**config.mk**
```make
export PLATFORM = sky130hd
export DESIGN_NAME = cpu_if_flat
export DESIGN_NICKNAME = d
export VERILOG_FILES = /design/src/rtl/cpu_if_if.sv /design/src/rtl/cpu_if.sv /design/src/flat_wrapper.sv
export SDC_FILE = /design/constraint.sdc
export NUM_CORES = 1
export LEC_CHECK = 0
export CORE_UTILIZATION = 50
export DETAILED_ROUTE_END_ITERATION = 8
export HOLD_SLACK_MARGIN = 0.12
export MAX_ROUTING_LAYER = met4
export PLACE_DENSITY = 0.83
export RECOVER_POWER = 25
export SYNTH_ARGS = -nofsm -noshare
export SYNTH_HDL_FRONTEND = slang
export SYNTH_SLANG_ARGS = --single-unit
```
**constraint.sdc**
```tcl
create_clock -name clk -period 2.4 [get_ports clk]
set_input_delay 0.24 -clock clk [delete_from_list [all_inputs] [get_ports clk]]
set_output_delay 0.24 -clock clk [all_outputs]
set_load 0.03 [all_outputs]
```
**src/rtl/cpu_if_if.sv**
```systemverilog
// Instruction-memory read bus between the fetch stage (master) and the memory (slave).
// A request is held with a stable address until the memory answers with valid.
interface cpu_if_if;
    logic        req;
    logic [15:0] addr;
    logic [15:0] data;
    logic        valid;

    modport master (output req, output addr, input data, input valid);
    modport slave  (input req, input addr, output data, output valid);
endinterface

```
**src/rtl/cpu_if.sv**
```systemverilog
// Instruction-fetch stage: owns the PC and the IF/ID register, fetches over a
// req/valid memory bus, honours stall and branch redirects, and stops after HLT.
module cpu_if #(
    parameter logic [15:0] RESET_PC    = 16'h0000,
    parameter logic [15:0] NOP_INSTR   = 16'h0000,
    parameter logic [3:0]  HALT_OPCODE = 4'hF
) (
    input  logic        clk,
    input  logic        rst,
    input  logic        stall,
    input  logic        branchTake,
    input  logic [15:0] pcBranch,
    cpu_if_if.master    imem,
    output logic [15:0] instrOut,
    output logic [15:0] pcOut,
    output logic        validOut,
    output logic        fetchBusy,
    output logic        fetchHalted
);

    typedef enum logic [1:0] {S_FETCH, S_DRAIN, S_HOLD, S_HALTED} state_t;

    state_t      state_reg, state_next;
    logic [15:0] pc_reg, pc_next;
    logic [15:0] target_reg, target_next;
    logic [15:0] buf_instr_reg, buf_instr_next;
    logic [15:0] buf_pc_reg, buf_pc_next;
    logic [15:0] instr_reg, instr_next;
    logic [15:0] pcout_reg, pcout_next;
    logic        valid_reg, valid_next;

    logic        redirect;
    logic        data_halt;
    logic        buf_halt;
    logic [15:0] pc_plus2;

    assign redirect  = branchTake & ~stall;
    assign data_halt = (imem.data[15:12] == HALT_OPCODE);
    assign buf_halt  = (buf_instr_reg[15:12] == HALT_OPCODE);
    assign pc_plus2  = pc_reg + 16'd2;

    always_ff @(posedge clk) begin
        if (rst) begin
            state_reg     <= S_FETCH;
            pc_reg        <= RESET_PC;
            target_reg    <= 16'h0000;
            buf_instr_reg <= 16'h0000;
            buf_pc_reg    <= 16'h0000;
            instr_reg     <= NOP_INSTR;
            pcout_reg     <= 16'h0000;
            valid_reg     <= 1'b0;
        end else begin
            state_reg     <= state_next;
            pc_reg        <= pc_next;
            target_reg    <= target_next;
            buf_instr_reg <= buf_instr_next;
            buf_pc_reg    <= buf_pc_next;
            instr_reg     <= instr_next;
            pcout_reg     <= pcout_next;
            valid_reg     <= valid_next;
        end
    end

    always_comb begin
        state_next = state_reg;
        case (state_reg)
            S_FETCH: begin
                if (redirect)
                    state_next = imem.valid ? S_FETCH : S_DRAIN;
                else if (imem.valid)
                    state_next = stall ? S_HOLD : (data_halt ? S_HALTED : S_FETCH);
            end
            S_DRAIN: begin
                if (imem.valid)
                    state_next = S_FETCH;
            end
            S_HOLD: begin
                if (redirect)
                    state_next = S_FETCH;
                else if (!stall)
                    state_next = buf_halt ? S_HALTED : S_FETCH;
            end
            S_HALTED: begin
                if (redirect)
                    state_next = S_FETCH;
            end
            default: state_next = S_FETCH;
        endcase
    end

    // Datapath next values; IF/ID holds unless explicitly written below.
    always_comb begin
        pc_next        = pc_reg;
        target_next    = target_reg;
        buf_instr_next = buf_instr_reg;
        buf_pc_next    = buf_pc_reg;
        instr_next     = instr_reg;
        pcout_next     = pcout_reg;
        valid_next     = valid_reg;
        case (state_reg)
            S_FETCH: begin
                if (redirect) begin
                    if (imem.valid)
                        pc_next = pcBranch;
                    else
                        target_next = pcBranch;
                    instr_next = NOP_INSTR;
                    valid_next = 1'b0;
                end else if (imem.valid && !stall) begin
                    instr_next = imem.data;
                    pcout_next = pc_plus2;
                    valid_next = 1'b1;
                    if (!data_halt)
                        pc_next = pc_plus2;
                end else if (imem.valid) begin
                    buf_instr_next = imem.data;
                    buf_pc_next    = pc_plus2;
                end else if (!stall) begin
                    instr_next = NOP_INSTR;
                    valid_next = 1'b0;
                end
            end
            S_DRAIN: begin
                if (redirect)
                    target_next = pcBranch;
                if (imem.valid)
                    pc_next = redirect ? pcBranch : target_reg;
                instr_next = NOP_INSTR;
                valid_next = 1'b0;
            end
            S_HOLD: begin
                if (redirect) begin
                    pc_next    = pcBranch;
                    instr_next = NOP_INSTR;
                    valid_next = 1'b0;
                end else if (!stall) begin
                    instr_next = buf_instr_reg;
                    pcout_next = buf_pc_reg;
                    valid_next = 1'b1;
                    if (!buf_halt)
                        pc_next = buf_pc_reg;
                end
            end
            S_HALTED: begin
                if (redirect) begin
                    pc_next    = pcBranch;
                    instr_next = NOP_INSTR;
                    valid_next = 1'b0;
                end
            end
            default: ;
        endcase
    end

    // The request is suppressed during reset so an abandoned fetch is visible to memory.
    always_comb begin
        imem.req    = ((state_reg == S_FETCH) || (state_reg == S_DRAIN)) && !rst;
        imem.addr   = pc_reg;
        fetchBusy   = ((state_reg == S_FETCH) || (state_reg == S_DRAIN)) && !imem.valid;
        fetchHalted = (state_reg == S_HALTED);
        instrOut    = instr_reg;
        pcOut       = pcout_reg;
        validOut    = valid_reg;
    end

endmodule

```
**src/flat_wrapper.sv**
```systemverilog
// flat-port wrapper written by rule: the top's interface ports become plain ports
module cpu_if_flat 
#(
    parameter logic [15:0] RESET_PC    = 16'h0000,
    parameter logic [15:0] NOP_INSTR   = 16'h0000,
    parameter logic [3:0]  HALT_OPCODE = 4'hF
)
  (clk, rst, stall, branchTake, pcBranch, instrOut, pcOut, validOut, fetchBusy, fetchHalted, imem_req, imem_addr, imem_data, imem_valid);
  cpu_if_if imem_i ();
  input  logic clk;
  input  logic rst;
  input  logic stall;
  input  logic branchTake;
  input  logic [15:0] pcBranch;
  output logic [15:0] instrOut;
  output logic [15:0] pcOut;
  output logic validOut;
  output logic fetchBusy;
  output logic fetchHalted;
  output wire logic [$bits(imem_i.req)-1:0] imem_req;
  output wire logic [$bits(imem_i.addr)-1:0] imem_addr;
  input wire logic [$bits(imem_i.data)-1:0] imem_data;
  input wire logic [$bits(imem_i.valid)-1:0] imem_valid;
  assign imem_req = imem_i.req;
  assign imem_addr = imem_i.addr;
  assign imem_i.data = imem_data;
  assign imem_i.valid = imem_valid;
  cpu_if #(.RESET_PC(RESET_PC), .NOP_INSTR(NOP_INSTR), .HALT_OPCODE(HALT_OPCODE)) u_core (.clk(clk), .rst(rst), .stall(stall), .branchTake(branchTake), .pcBranch(pcBranch), .imem(imem_i), .instrOut(instrOut), .pcOut(pcOut), .validOut(validOut), .fetchBusy(fetchBusy), .fetchHalted(fetchHalted));
endmodule
```
==> results.py <==
metrics = {
    "global_route": {
        "grt_pass1_wl_mm": 21.58,
        "antenna_found_initial": 0,
        "grt_max_degree": 101,
        "grt_use_total_pct": 28.03,
        "grt.overflow.total": 0,
        "first_global_vias": 4397,
    },
    "clocking": {
        "cts_setup_buffers": 0,
        "root_buffer": "clkbuf_8",
        "hold_buffers": 0,
        "cts_buffers": 9,
        "clkSlewWorstSetupHoldPaths_ns": 0.11,
        "max-clock-path-buffers": 2,
        "insertion_delay_ns": 0.37,
        "htree_levels": 3,
        "ctsResizeCount": 2,
        "clock-sinks": 99,
        "cts_tree": "built",
    },
    "worst_setup_path": {
        "reg2reg_slack_ns": 0.28,
        "endpoint_kind": "output pin",
        "max_stage_delay_ns": 0.67,
        "worstPathArrival_ns": 2.03,
        "worstPathCellList": "inv_1 > ha_2 > nor2_1 > nor2_1 > clkdlybuf4s50_1",
        "cp-start-kind": "register",
        "crit_buf_inv": 2,
        "timing.rr.end": "u_core.pcOut[4]$_SDFFE_PP0P_",
        "reg2reg_depth": 7,
        "cp_slowest_cell": "clkdlybuf4s50_1",
        "worst-path-stages": 5,
        "r2r-start": "u_core.state_reg[0]$_SDFFE_PP0P_",
        "crit_top_cell": "nor2_1",
        "path_delay_family": "buffers and inverters",
        "cp-endpoint": "fetchBusy",
        "path_max_fanout": 10,
        "cp_data_required_time_ns": 2.16,
        "crit_type": "reg -> out",
        "startpoint": "u_core.state_reg[0]$_SDFFE_PP0P_",
    },
    "layout": {
        "finalInstanceArea_um2": 6166,
        "syn_to_final_growth_pct": 26.39,
        "multiInputGateArea_um2": 2619,
        "nets": 729,
        "fillers": 792,
        "diodes": 0,
        "drive_above_1_share_pct": 9.710,
        "ff_latch_area_um2": 1982,
        "utilization_pct": 66.10,
    },
    "synth": {
        "syn-num-nets": 651,
        "synthCells": 607,
        "ys.warnings.count": 0,
        "ys_types": 52,
        "ys_ff_latch": 99,
        "synth_area_per_cell_um2": 8.037,
        "syn_area_um2": 4878,
        "ys.flop_type": "dfxtp_1",
        "seq_area_frac_synth_pct": 40.63,
        "async_flop_share_pct": 0,
        "synth_edf_count": 0,
    },
    "drt": {
        "drt_first_iter_violations": 338,
        "routed.top_layer": "met4",
        "post_drt_via_cell_ratio": 5.824,
        "drt_pass1_iterations": 8,
        "drtAntennaViolNets": 0,
        "met1_length_mm": 5.677,
        "num_vias": 4770,
        "route.met3.wl_um": 743,
        "drc": 0,
        "drt_wl_total_mm": 13.44,
        "routed-wl-met2_mm": 6.638,
        "wire_per_inst_um": 16.41,
    },
    "power_and_ir_drop": {
        "p_int_mw": 3.301,
        "switching_share_pct": 41.88,
        "p_comb_share_pct": 43.1,
        "p_per_area_nw_per_um2": 921.0,
        "vdd_ir_drop_max_mv": 0.5916,
        "power.share.clock_pct": 18.9,
        "seq_power_share_pct": 38.0,
        "p_sw_mw": 2.378,
        "leakage_nw": 2.260,
    },
    "sta": {
        "timing.fmax_mhz": 439.9,
        "setup_ws_ns": 0.1269,
        "fin_skew_ns": 0.008545,
        "max_slew_margin_pct": 55.37,
        "setup_viol": 0,
        "setup_tns_ns": 0,
        "slew_violations": 0,
        "rsz0062_at_grt": "no",
        "period_needed_ns": 2.273,
        "holdWs_ns": 0.3917,
        "finalHoldViolations": 0,
        "worstMarginPinSlew_ns": 0.6695,
        "finalCritPeriodShare_pct": 94.71,
    },
    "placed_design": {
        "pre_cts_slack_ns": 0.1675,
        "port-buffer-count": 88,
        "hpwlAfterDp_mm": 9.659,
        "dpl_cell_area_um2": 5963,
        "place.gp.congestion": 0.9353,
    },
    "status": {
        "status": "finished, final reports clean",
    },
    "die": {
        "io_pins": 89,
        "initial_core_util_pct": 52.30,
        "die_height_um": 100.8,
        "num_rows": 35,
        "core_um2": 9328,
        "dieWidth_um": 100.8,
        "dieArea_um2": 10160,
    },
    "worst_hold_path": {
        "hold_path.class": "in -> reg",
    },
    "job": {
        "max_cap_violations": 0,
    },
}
per-layer routing:
metal,up-vias,track usage (%)
li1,2319,-
met1,2237,33.98
met2,180,46.58
met3,34,3.883
met4,0,12.26
met5,-,-
synthesized netlist by cell type, types with 5 or more instances:
cell type    n  area (um^2)
nand2_1    103        386.6
dfxtp_1     99         1982
nor2_1      74        277.8
a21oi_1     57        285.3
a211oi_1    39        292.8
clkbuf_1    33        123.9
a22oi_1     20        150.1
o21ai_0     17        85.08
inv_1       15        56.30
mux2i_1     11        110.1
a222oi_1    10        100.1
buf_2       10        50.05
mux2_2      10        112.6
nand3_1      9        45.04
nor3_1       8        40.04
xor2_1       8        70.07
ha_1         7        87.58
a311oi_1     6        52.55
buf_4        5        37.54
nand3b_1     5        37.54
o21a_1       5        37.54
xnor2_1      5        43.79
cell usage in the layout, fill, tap and decap left out, drive strengths merged, types with 10 or more instances in the layout:
cell	instances
a211oi	39
a21oi	58
a222oi	10
a22oi	20
buf	29
clkbuf	10
clkdlybuf4s50	56
dfxtp	99
dlygate4sd3	30
inv	18
mux2	10
mux2i	11
nand2	103
nor2	75
o21ai	17
tightest hold or removal path, stage by stage:
cell,delay (ns)
buf_2,0.12
buf_12,0.21
a21oi_1,0.15
area by class of cell:
cell class,instances,share of cell area (%)
multi-input combinational,442,42.47
sequential,99,32.14
timing repair buffer,117,18.49
tap,129,2.618
clock buffer,9,2.009
clock inverter,7,1.299
inverter,16,0.9740
power groups by stage:
stage / combinational [mW] / clock [mW] / sequential, mW
3_5_place_dp: 2.46 / 0 / 2.19
4_1_cts: 2.47 / 1.09 / 2.16
5_1_grt: 2.66 / 1.17 / 2.19
6_report: 2.45 / 1.07 / 2.16
3_3_place_gp: 2.41 / 0 / 2.19
2_1_floorplan: 1.26 / 0 / 2.46
per-stage QoR:
step / std cells / total power [mW]
floorplan: 607 / 3.722
global placement: 803 / 4.601
detailed placement: 803 / 4.651
CTS: 819 / 5.723
global route: 819 / 6.023
finish: 819 / 5.679
cells by family after synthesis:
family | synth area share, %
simple gates | 18.90
compound gates | 26.03
flops | 40.63
buf+inv | 5.745
mux | 4.565
xor+xnor | 2.334
fa+ha+maj | 1.795
how the worst min path moves through the flow:
stage                                         start                                     to  slack, ns  depth (start not counted)
2_1_floorplan                          imem_data[0]   u_core.buf_instr_reg[0]$_SDFFE_PP0P_       0.38                          2
3_3_place_gp   u_core.buf_instr_reg[0]$_SDFFE_PP0P_   u_core.buf_instr_reg[0]$_SDFFE_PP0P_       0.44                          2
3_5_place_dp   u_core.buf_instr_reg[2]$_SDFFE_PP0P_   u_core.buf_instr_reg[2]$_SDFFE_PP0P_       0.45                          2
4_1_cts                                         rst           u_core.pcOut[4]$_SDFFE_PP0P_       0.39                          3
5_1_grt                                         rst           u_core.pcOut[4]$_SDFFE_PP0P_       0.40                          3
6_report                                        rst  u_core.buf_instr_reg[10]$_SDFFE_PP0P_       0.39                          3
Note: power is estimated with default switching activity, not from simulation.
